`config.mk`:
```
export PLATFORM = sky130hd
export DESIGN_NAME = stream_shift_reg
export DESIGN_NICKNAME = d
export VERILOG_FILES = /design/src/rtl/stream_shift_reg_pkg.sv /design/src/rtl/stream_shift_reg_stage.sv /design/src/rtl/stream_shift_reg.sv
export SDC_FILE = /design/constraint.sdc
export NUM_CORES = 1
export LEC_CHECK = 0
export ABC_AREA = 1
export BUFFER_PORTS_ARGS = -buffer_cell sky130_fd_sc_hd__buf_2
export CAP_MARGIN = 20
export CORE_AREA = 2 2 39 41
export DETAILED_ROUTE_END_ITERATION = 8
export DIE_AREA = 0 0 41 43
export PLACE_DENSITY_LB_ADDON = 0.12
export SYNTH_ARGS = -nofsm -noshare
export SYNTH_HDL_FRONTEND = slang
export SYNTH_SLANG_ARGS = --single-unit
```
`constraint.sdc`:
```
create_clock -name clk_i -period 0.8 [get_ports clk_i]
set_input_delay 0.04 -clock clk_i [delete_from_list [all_inputs] [get_ports clk_i]]
set_output_delay 0.04 -clock clk_i [all_outputs]
set_load 0.02 [all_outputs]
```
`src/rtl/stream_shift_reg_pkg.sv`:
```
// Shared helpers for the elastic shift register.
// Only sizing arithmetic lives here; the payload type comes from the instantiator.
package stream_shift_reg_pkg;

    // Occupancy counter width: enough to hold 0..depth, never narrower than one bit.
    function automatic int unsigned cnt_width(input int unsigned depth);
        return (depth == 0) ? 1 : $clog2(depth + 1);
    endfunction

endpackage

```
`src/rtl/stream_shift_reg_stage.sv`:
```
// One stage of the elastic delay line: a valid bit plus a data register.
// The stage loads whenever it is empty or its content moves on this cycle.
module stream_shift_reg_stage
    import stream_shift_reg_pkg::*;
#(
    parameter type dtype = logic
) (
    input  logic clk_i,
    input  logic rst_ni,
    input  logic flush_i,
    input  logic src_valid_i,
    input  dtype src_data_i,
    input  logic dn_load_i,
    output logic load_o,
    output logic valid_o,
    output dtype data_o
);

    logic valid_d, valid_q;
    dtype data_d, data_q;

    // dn_load_i already implies the downstream took our item, so it alone frees us.
    assign load_o  = !valid_q | dn_load_i;
    assign valid_o = valid_q;
    assign data_o  = data_q;

    always_comb begin
        valid_d = valid_q;
        data_d  = data_q;
        if (load_o) begin
            valid_d = src_valid_i;
            // Bubbles leave the data register untouched to avoid needless toggling.
            if (src_valid_i) data_d = src_data_i;
        end
        if (flush_i) valid_d = 1'b0;
    end

    always_ff @(posedge clk_i or negedge rst_ni) begin
        if (!rst_ni) begin
            valid_q <= 1'b0;
            data_q  <= '0;
        end else begin
            valid_q <= valid_d;
            data_q  <= data_d;
        end
    end

endmodule

```
`src/rtl/stream_shift_reg.sv`:
```
// Elastic Depth-stage delay line with valid/ready on both sides, flush and occupancy.
// Depth==0 degenerates to a combinational pass-through with no state.
module stream_shift_reg
    import stream_shift_reg_pkg::*;
#(
    parameter type         dtype    = logic,
    parameter int unsigned Depth    = 1,
    localparam int         CntWidth = int'(cnt_width(Depth))
) (
    input  logic                clk_i,
    input  logic                rst_ni,
    input  logic                flush_i,
    input  logic                valid_i,
    output logic                ready_o,
    input  dtype                data_i,
    output logic                valid_o,
    input  logic                ready_i,
    output dtype                data_o,
    output logic [CntWidth-1:0] usage_o
);

    if (Depth == 0) begin : g_bypass
        logic unused_clk_rst;

        assign unused_clk_rst = clk_i ^ rst_ni;
        assign valid_o        = valid_i & !flush_i;
        assign ready_o        = ready_i & !flush_i;
        assign data_o         = data_i;
        assign usage_o        = '0;
    end else begin : g_pipe
        localparam int LastIdx = int'(Depth) - 1;

        logic                accept, deliver;
        logic [CntWidth-1:0] usage_d, usage_q;

        // The ready chain runs combinationally from ready_i back to stage 0.
        for (genvar k = 0; k < int'(Depth); k++) begin : g_stage
            logic src_valid, dn_load, load, valid;
            dtype src_data, data;

            if (k == 0) begin : g_head
                assign src_valid = accept;
                assign src_data  = data_i;
            end else begin : g_body
                assign src_valid = g_stage[k-1].valid;
                assign src_data  = g_stage[k-1].data;
            end

            if (k == LastIdx) begin : g_tail
                assign dn_load = ready_i;
            end else begin : g_link
                assign dn_load = g_stage[k+1].load;
            end

            stream_shift_reg_stage #(
                .dtype (dtype)
            ) u_stage (
                .clk_i       (clk_i),
                .rst_ni      (rst_ni),
                .flush_i     (flush_i),
                .src_valid_i (src_valid),
                .src_data_i  (src_data),
                .dn_load_i   (dn_load),
                .load_o      (load),
                .valid_o     (valid),
                .data_o      (data)
            );
        end

        assign ready_o = g_stage[0].load & !flush_i;
        assign valid_o = g_stage[LastIdx].valid;
        assign data_o  = g_stage[LastIdx].data;
        assign accept  = valid_i & ready_o;
        assign deliver = valid_o & ready_i;
        assign usage_o = usage_q;

        // A delivery during flush is legal; the count still returns to zero.
        always_comb begin
            usage_d = usage_q;
            if (flush_i)
                usage_d = '0;
            else if (accept && !deliver)
                usage_d = usage_q + CntWidth'(1);
            else if (!accept && deliver)
                usage_d = usage_q - CntWidth'(1);
        end

        always_ff @(posedge clk_i or negedge rst_ni) begin
            if (!rst_ni) usage_q <= '0;
            else         usage_q <= usage_d;
        end
    end

endmodule
```
# [After elaboration in Yosys (flattened, before gate mapping)]
# Index checks and enable logic that the tools add are counted.
[totals] output_inout_bits=4 input_bits=6 regBits=3
[op_classes] n_addsub=2 bitwise=4 muxes=5 reduce_logical=9
[ops] operator="1-bit two-way mux" n=5
[ops] operator="1-bit logical NOT" n=4
[ops] operator="1-bit AND" n=3
[ops] operator="3-bit nonzero test" n=1
[ops] operator="1-bit logical AND" n=2
[ops] operator="2-bit AND reduction" n=1
[ops] operator="2-bit nonzero test" n=1
[ops] operator="1-bit adder, second input constant" n=1
[ops] operator="1-bit OR" n=1
[ops] operator="1-bit subtractor, second input constant" n=1

# [Depth between registers and ports, before layout]
# Gate-level depths: netlist of the first run.
[logic_depth] ltp_word=9 mapped_depth=7 depth_no_buf=7

# [By module]
# A second synthesis of the first run with hierarchy kept.
[unflattened] cells_unflattened=24 hier_area_um2=173.9
[by_module_without_submodules] module="stream_shift_reg" n_inst=1 seq_area_each_um2=25.0 cells_per_inst=14 area_per_inst_um2=88.8
[by_module_without_submodules] module="stream_shift_reg_stage" n_inst=1 seq_area_each_um2=50.0 cells_per_inst=10 area_per_inst_um2=85.1

# [Least setup slack after synthesis of the first run]
# Ideal clock, no wire load.
[synth_timing] path_type="flip-flop to flip-flop" from="register g_pipe.g_stage[0].u_stage.valid_q" to="register g_pipe.usage_q (netlist: usage_o)" path_stages_with_launch=7 path_buffers=0 t_arrival_ps=881 t_required_ps=687 slack_ps=-194 synth_period_minus_slack_ps=994 cell_sequence="dfrtp_1 > nand2_2 > nand2_2 > clkinv_2 > nand3_1 > nand2_1 > inv_1"
[synth_between] elab_chain_len=7 elab_cells_between_ends=12
[synth_rtl] item="from (decl)" line="stream_shift_reg_stage.sv:19" source="logic valid_d, valid_q;"
[synth_rtl] item="from (signal assigned)" line="stream_shift_reg_stage.sv:43" source="valid_q <= valid_d;"
[synth_rtl] item="1-bit logical NOT (*)" line="stream_shift_reg_stage.sv:23" source="assign load_o = !valid_q | dn_load_i;"
[synth_rtl] item="1-bit OR (*)" line="stream_shift_reg_stage.sv:23"
[synth_rtl] item="1-bit AND (*)" line="stream_shift_reg.sv:70" source="assign ready_o = g_stage[0].load & !flush_i;"
[synth_rtl] item="via ready_o" line="stream_shift_reg.sv:14" source="output logic ready_o,"
[synth_rtl] item="1-bit AND (*)" line="stream_shift_reg.sv:73" source="assign accept = valid_i & ready_o;"
[synth_rtl] item="1-bit logical AND or 1-bit logical NOT (tied branches)" line="stream_shift_reg.sv:82, stream_shift_reg.sv:84"
[synth_rtl] item="1-bit two-way mux or 1-bit logical AND (tied branches)" line="stream_shift_reg.sv:82, stream_shift_reg.sv:84"
[synth_rtl] item="1-bit two-way mux or 3-bit nonzero test (tied branches)"
[synth_rtl] item="to (signal assigned)" line="stream_shift_reg.sv:90" source="else usage_q <= usage_d;"
[synth_rtl] item="to (decl)" line="stream_shift_reg.sv:34" source="logic [CntWidth-1:0] usage_d, usage_q;"
# The timed path passes the listed nets; every way through them passes the cells marked *.
# A chain may end at the register's enable or synchronous reset.

# [Final worst setup path of the first run]
[layout_timing] from="register g_pipe.g_stage[0].u_stage.valid_q" to="output port ready_o"
[layout_between] elab_chain_len=3
[layout_rtl] item="1-bit logical NOT" line="stream_shift_reg_stage.sv:23"
[layout_rtl] item="1-bit OR" line="stream_shift_reg_stage.sv:23"
[layout_rtl] item="1-bit AND" line="stream_shift_reg.sv:70"
[layout_rtl] item="to (decl)" line="stream_shift_reg.sv:14"
# Every way passes these cells.

==> results of run 1 <==
## worst reg2reg max path, stage by stage (launching register included)
cell	delay, ns
dfrtp_2	0.42
nand2_2	0.08
buf_4	0.11
nand3_2	0.09
nand2_1	0.07
o21ai_1	0.05
## worst max-delay path by stage
stage | endpoint | from | cells after the start
after global routing | ready_o | g_pipe.g_stage[0].u_stage.valid_o | 4
after detailed placement | usage_o | g_pipe.g_stage[0].u_stage.valid_o | 6
after global placement | usage_o | g_pipe.g_stage[0].u_stage.valid_o | 6
after CTS | ready_o | g_pipe.g_stage[0].u_stage.valid_o | 4
final | ready_o | g_pipe.g_stage[0].u_stage.valid_o | 4
after floorplan | usage_o | g_pipe.g_stage[0].u_stage.valid_o | 6
## power by group
group,internal (mW),switching (mW)
Clock,0.187,0.0808
Combinational,0.0743,0.0839
Sequential,0.172,0.0166
Total,0.433,0.181
## metrics by stage
stage | hold WS [ns] | utilization [%] | setup TNS (ns) | setup WS (ns)
floorplan | -0.256 | - | -0.201 | -0.135
global placement | -0.161 | 17.7 | -0.175 | -0.101
detailed placement | -0.160 | 17.7 | -0.183 | -0.107
CTS | 0.0310 | 22.2 | -0.708 | -0.205
global route | 0.0394 | 22.2 | -0.903 | -0.229
finish | 0.0341 | 22.2 | -0.572 | -0.178
## kinds of logic (layout without fill, tap and decap cells)
group                  after synthesis  in the layout
AO/OA/AOI/OAI                        2              2
buffers and inverters                6             21
AND/OR/NAND/NOR                     12             12
flip-flops                           3              3
## what timing repair did
item / 4_1_cts / 5_1_grt
resized for setup: 6 / 0
endpoints found under the hold margin: 3 / 0
buffers inserted: 1 / 0
hold buffers: 1 / 0
pin swaps: 2 / 1
endpoints found under the setup margin: 7 / 7
## state kept, by name, indices dropped and copies added, names as in the netlist
name                            count
g_pipe.g_stage.u_stage.data_o       1
g_pipe.g_stage.u_stage.valid_o      1
usage_o                             1
## cell type report
class | instances | area, sq um
clock buffer | 4 | 26.3
fill | 164 | 1080
inverter | 6 | 27.5
multi-input combinational | 14 | 76.3
sequential | 3 | 76.3
tap | 16 | 20.0
timing repair buffer | 11 | 81.3
## metal layers
metal | vias to the layer above | global-route usage, % | part of all wire [%]
li1 | 97 | - | -
met1 | 86 | 6.43 | 38
met2 | 6 | 8.44 | 54
met3 | 0 | 4.71 | 8.3
met4 | 0 | 6.00 | 0
met5 | - | 0 | 0
## synthesized netlist by cell type
cell	instances
nand3_2	1
o21ai_0	1
o21ai_1	1
clkinv_2	1
nand2_1	6
inv_1	5
dfrtp_1	3
nand2_2	3
nand3_1	2
==> reports/metrics.cfg, run 1 <==
[floorplanning]
die_y_um = 43
coreArea_sq_um = 1380
initial_core_util_pct = 12.3
fp-row-count = 14
dieArea_sq_um = 1760
die-width_um = 41
ios = 10

[run_status]
outcome = complete, but fails checks
violations = setup timing

[min_path]
hp-start = flush_i
whs_endpoint = g_pipe.g_stage[0].u_stage.valid_o
hp-class = primary input to register
holdPathStages = 2

[layout]
finalNonFillerCells = 54
drive_gt1_share_pct = 52.6
final_area_sq_um = 308
finalNetCount = 45
final_cell_mix = 6 x nand2_1, 6 x buf_2, 5 x inv_1
area_delta_synth_final_pct = 80.9
n_antenna_cell = 0

[setup_path]
reg2reg_from = g_pipe.g_stage[0].u_stage.valid_o
path_max_fanout = 4
reg2regPathDepth = 5
critPathMaxStageDelay_ns = 0.42
cp.required_ns = 0.76
cpMaxStageDelayCell = dfrtp_2
worstReg2RegEnd = g_pipe.g_stage[0].u_stage.data_o
worst-setup-path-type = register to primary output
worstPathArrival_ns = 0.94
cpMostUsedCell = nand2_2
crit_chain = nand2_2 -> nand2_2 -> clkinv_4 -> buf_6
cp_num_buf_inv = 2
worst_setup_path_start_kind = register
cp-end-kind = primary output
ff2ff_setup_slack_ns = -0.13
cp_top_family = flip-flops

[timing]
fmax_mhz = 1020
clock_skew_ns = 0.00422
slew_viol_final = 0
min_period_over_period_pct = 122
finalSetupViolations = 6
worst_slew_pin_slew_ns = 0.165
setup_ws_ns = -0.178
rsz0062_at_grt = yes
finalHoldViolCount = 0
max-slew-margin-rel_pct = 88.9
period_minus_slack_ns = 0.978

[yosys]
yosys.area.top_type = dfrtp_1
synth_top_family_by_area = simple AND/OR/NAND/NOR gates
ys_seq_elements = 3
synth_seq_area_share_pct = 44.1
synth_adder_area_share_pct = 0
synth_compound_area_share_pct = 5.88
synthSimpleGateAreaFrac_pct = 36.0
synth_cells = 23
synth_cell_types = 9
synthMuxAreaShare_pct = 0
syn_nets = 29
syn_area_per_cell_sq_um = 7.40
synth.area.top_cells = dfrtp_1 44%, nand2_1 13%, inv_1 11%
synth_xor_area_share_pct = 0
syn_area_sq_um = 170
synth.top_cell.area_share_pct = 44.1
ys_warn_count = 0

[placed_design]
postPlaceCellArea_sq_um = 245
gp_congestion = 0.620
place_hpwl_um = 332
post-place-cells = 48
portBuffers = 9

[power]
power_mw = 0.615
ir_worst_vdd_v = 0.000698
powerDensity_nw_per_um2 = 2000
p_leak_nw = 0.168

[clocking]
cts_tree = built
clkSinkCount = 3
insertion_delay_ns = 0.23
cts_buffers = 3
clockBufferDepth = 2
clkTransAtPathRegs_ns = 0.04
htreeDepth = 1
ctsRootBufferMaster = clkbuf_4

[global_route]
grt-ovfl-total = 0
grt_pass1_wl_um = 690
antenna_found_initial = 0
grt_max_degree = 5
grt_pass1_vias = 189
grt_usage_pct = 6.53

[detailed_routing]
routed_wl_um = 433
drc = 0
wl_per_cell_um = 8.02
vias = 189
drt_first_pass_iters = 3
ant_nets = 0
drt_iter0_drc = 2
vias_per_cell = 3.50

[flow_run]
maxCapViolations = 0

Note: power is estimated with default switching activity, not from simulation.
==> run 2: changes to the inputs <==
==> constraint.sdc (replaced) <==
create_clock -name clk_i -period 0.8 [get_ports clk_i]
set_input_delay 0.08 -clock clk_i [delete_from_list [all_inputs] [get_ports clk_i]]
set_output_delay 0.08 -clock clk_i [all_outputs]
set_load 0.02 [all_outputs]
==> reports/metrics.cfg, run 2 (synthesis results as in run 1) <==
[run_status]
violations = setup timing  ; unchanged
outcome = complete, but fails checks  ; unchanged

[layout]
area_delta_synth_final_pct = 104  ; was 80.9%
finalNetCount = 47  ; was 45
drive_gt1_share_pct = 67.5  ; was 52.6%
multi_input_comb_area_sq_um = 91.3  ; was 76.3 sq um
final_cell_mix = 7 x nand2_2, 5 x inv_1, 5 x buf_2, 5 x buf_6  ; was 6 x nand2_1, 6 x buf_2, 5 x inv_1
regArea_sq_um = 76.3  ; unchanged
final_common_cell = nand2_2
n_antenna_cell = 0  ; unchanged
fill_cells = 165  ; was 164

[floorplanning]
die-width_um = 41  ; unchanged
coreArea_sq_um = 1380  ; unchanged
die_y_um = 43  ; unchanged
ios = 10  ; unchanged
fp-row-count = 14  ; unchanged
dieArea_sq_um = 1760  ; unchanged
initial_core_util_pct = 12.3  ; unchanged

[global_route]
grt_pass1_wl_um = 745  ; was 690 um
grt_usage_pct = 6.93  ; was 6.53%
grt-ovfl-total = 0  ; unchanged
grt_max_degree = 5  ; unchanged
antenna_found_initial = 0  ; unchanged
grt_pass1_vias = 206  ; was 189

[clocking]
insertion_delay_ns = 0.23  ; about the same
htreeDepth = 1  ; unchanged
cts_tree = built  ; unchanged
cts_buffers = 3  ; unchanged
ctsRootBufferMaster = clkbuf_4  ; unchanged
clockBufferDepth = 2  ; unchanged
clkSinkCount = 3  ; unchanged
clkTransAtPathRegs_ns = 0.04  ; about the same

[setup_path]
ff2ff_setup_slack_ns = -0.18  ; was -0.13 ns
worst_setup_path_start_kind = register  ; unchanged
critPathMaxStageDelay_ns = 0.41  ; was 0.42 ns
path_max_fanout = 2  ; was 4
cp.required_ns = 0.72  ; was 0.76 ns
cpMaxStageDelayCell = dfrtp_2  ; unchanged
cp-end-kind = primary output  ; unchanged
worstPathArrival_ns = 0.92  ; was 0.94 ns
crit_chain = nand2_2 -> nand2_2 -> clkinv_4 -> buf_6  ; unchanged
cpMostUsedCell = nand2_2  ; unchanged
worst-setup-path-type = register to primary output  ; unchanged

[power]
intPower_mw = 0.455  ; was 0.433 mW
powerDensity_nw_per_um2 = 1860  ; was 2000 nW/um^2
power.clock.fraction_pct = 41.4  ; was 43.6%
p_sw_mw = 0.194  ; was 0.181 mW
ir_worst_vdd_v = 0.000685  ; was 0.000698 V
combinationalPowerShare_pct = 29.5  ; was 25.7%
switching_share_pct = 29.9  ; was 29.5%
p_leak_nw = 0.182  ; was 0.168 nW
seqPwrFrac_pct = 29.0  ; was 30.7%

[timing]
period_minus_slack_ns = 1.00  ; was 0.978 ns
min_period_over_period_pct = 125  ; was 122%
fmax_mhz = 1000  ; was 1020 MHz
worst_slew_pin_slew_ns = 0.165  ; about the same
finalHoldViolCount = 0  ; unchanged
max-slew-margin-rel_pct = 88.9  ; about the same
slew_viol_final = 0  ; unchanged
rsz0062_at_grt = yes  ; unchanged
clock_skew_ns = 0.00478  ; was 0.00422 ns
setup_ws_ns = -0.200  ; was -0.178 ns
finalSetupViolations = 7  ; was 6
finalHoldWorstSlack_ns = 0.0773  ; was 0.0341 ns

[flow_run]
maxCapViolations = 0  ; unchanged

[placed_design]
gp_congestion = 0.620  ; unchanged
dpl_worst_slack_ns = -0.107  ; unchanged
portBuffers = 9  ; unchanged
place_hpwl_um = 332  ; unchanged

[detailed_routing]
routed_wl_um = 447  ; was 433 um
vias_per_cell = 3.57  ; was 3.50
ant_nets = 0  ; unchanged
vias = 200  ; was 189
wl_per_cell_um = 7.98  ; was 8.02 um
drt_first_pass_iters = 2  ; was 3
drt_iter0_drc = 1  ; was 2
drc = 0  ; unchanged

[min_path]
hp-class = primary input to register  ; unchanged

==> run 2: changes by cell type in the layout (fill, tap and decap cells not counted), sizes merged <==
cell / previous run / this run
buf: 10 / 12
==> run 2: worst paths after layout <==
path,to,depth (start not counted),startpoint
max in group asynchronous,g_pipe.g_stage[0].u_stage.valid_o,2,rst_ni
hold / removal,g_pipe.g_stage[0].u_stage.valid_o,2,flush_i
hold reg to reg,g_pipe.g_stage[0].u_stage.data_o,2,g_pipe.g_stage[0].u_stage.data_o
setup reg to reg,usage_o,7,g_pipe.g_stage[0].u_stage.valid_o
setup / recovery,ready_o,4,g_pipe.g_stage[0].u_stage.valid_o
min in group asynchronous,usage_o,2,rst_ni
==> run 2: timing repair <==
| action | CTS | global route |
|---|---|---|
| endpoints found under the setup margin | 7 | 7 |
| endpoints found under the hold margin | 3 | 0 |
| gates resized for setup | 10 | 4 |
| gates cloned | 0 | 0 |
| setup buffers | 3 | 0 |
| hold buffers | 1 | 0 |
| pin swaps | 3 | 5 |
==> run 2: power by group through the flow <==
stage | Sequential, mW | Combinational [mW] | Clock [mW]
6_report | 0.188 | 0.192 | 0.269
5_1_grt | 0.192 | 0.210 | 0.307
4_1_cts | 0.187 | 0.187 | 0.285
3_5_place_dp | 0.187 | 0.131 | 0
3_3_place_gp | 0.186 | 0.130 | 0
2_1_floorplan | 0.209 | 0.0588 | 0
==> run 2: routing by layer <==
metal	vias to the layer above	part of all wire [%]	global-route usage [%]	wire (um)
li1	102	-	-	-
met1	92	37	6.75	166
met2	6	55	9.38	247
met3	0	7.4	4.71	33
met4	0	0	6.00	0
met5	-	0	0	0
==> run 2: critical path, delay by kind of cell (launching register included) <==
family | cells | cell delay (ns)
buffers and inverters | 2 | 0.15
AND/OR/NAND/NOR | 2 | 0.13
flip-flops | 1 | 0.41
==> run 2: area by class of cell <==
cell class,count,area share [%]
well taps,16,5.76
flip-flops and latches,3,21.9
clock buffers,4,7.55
repair buffers,13,30.6
multi-input cells,14,26.3
inverters,6,7.91
==> run 2: stage by stage <==
step / instances / setup TNS (ns) / total power [mW] / instance area [sq um] / util [%]
final: 56 / -0.826 / 0.649 / 348 / 25.1
after floorplan: 23 / -0.201 / 0.268 / 180 / -
after global routing: 56 / -1.20 / 0.708 / 348 / 25.1
after global placement: 48 / -0.215 / 0.316 / 245 / 17.7
after detailed placement: 48 / -0.223 / 0.318 / 245 / 17.7
after CTS: 56 / -0.947 / 0.659 / 337 / 24.3
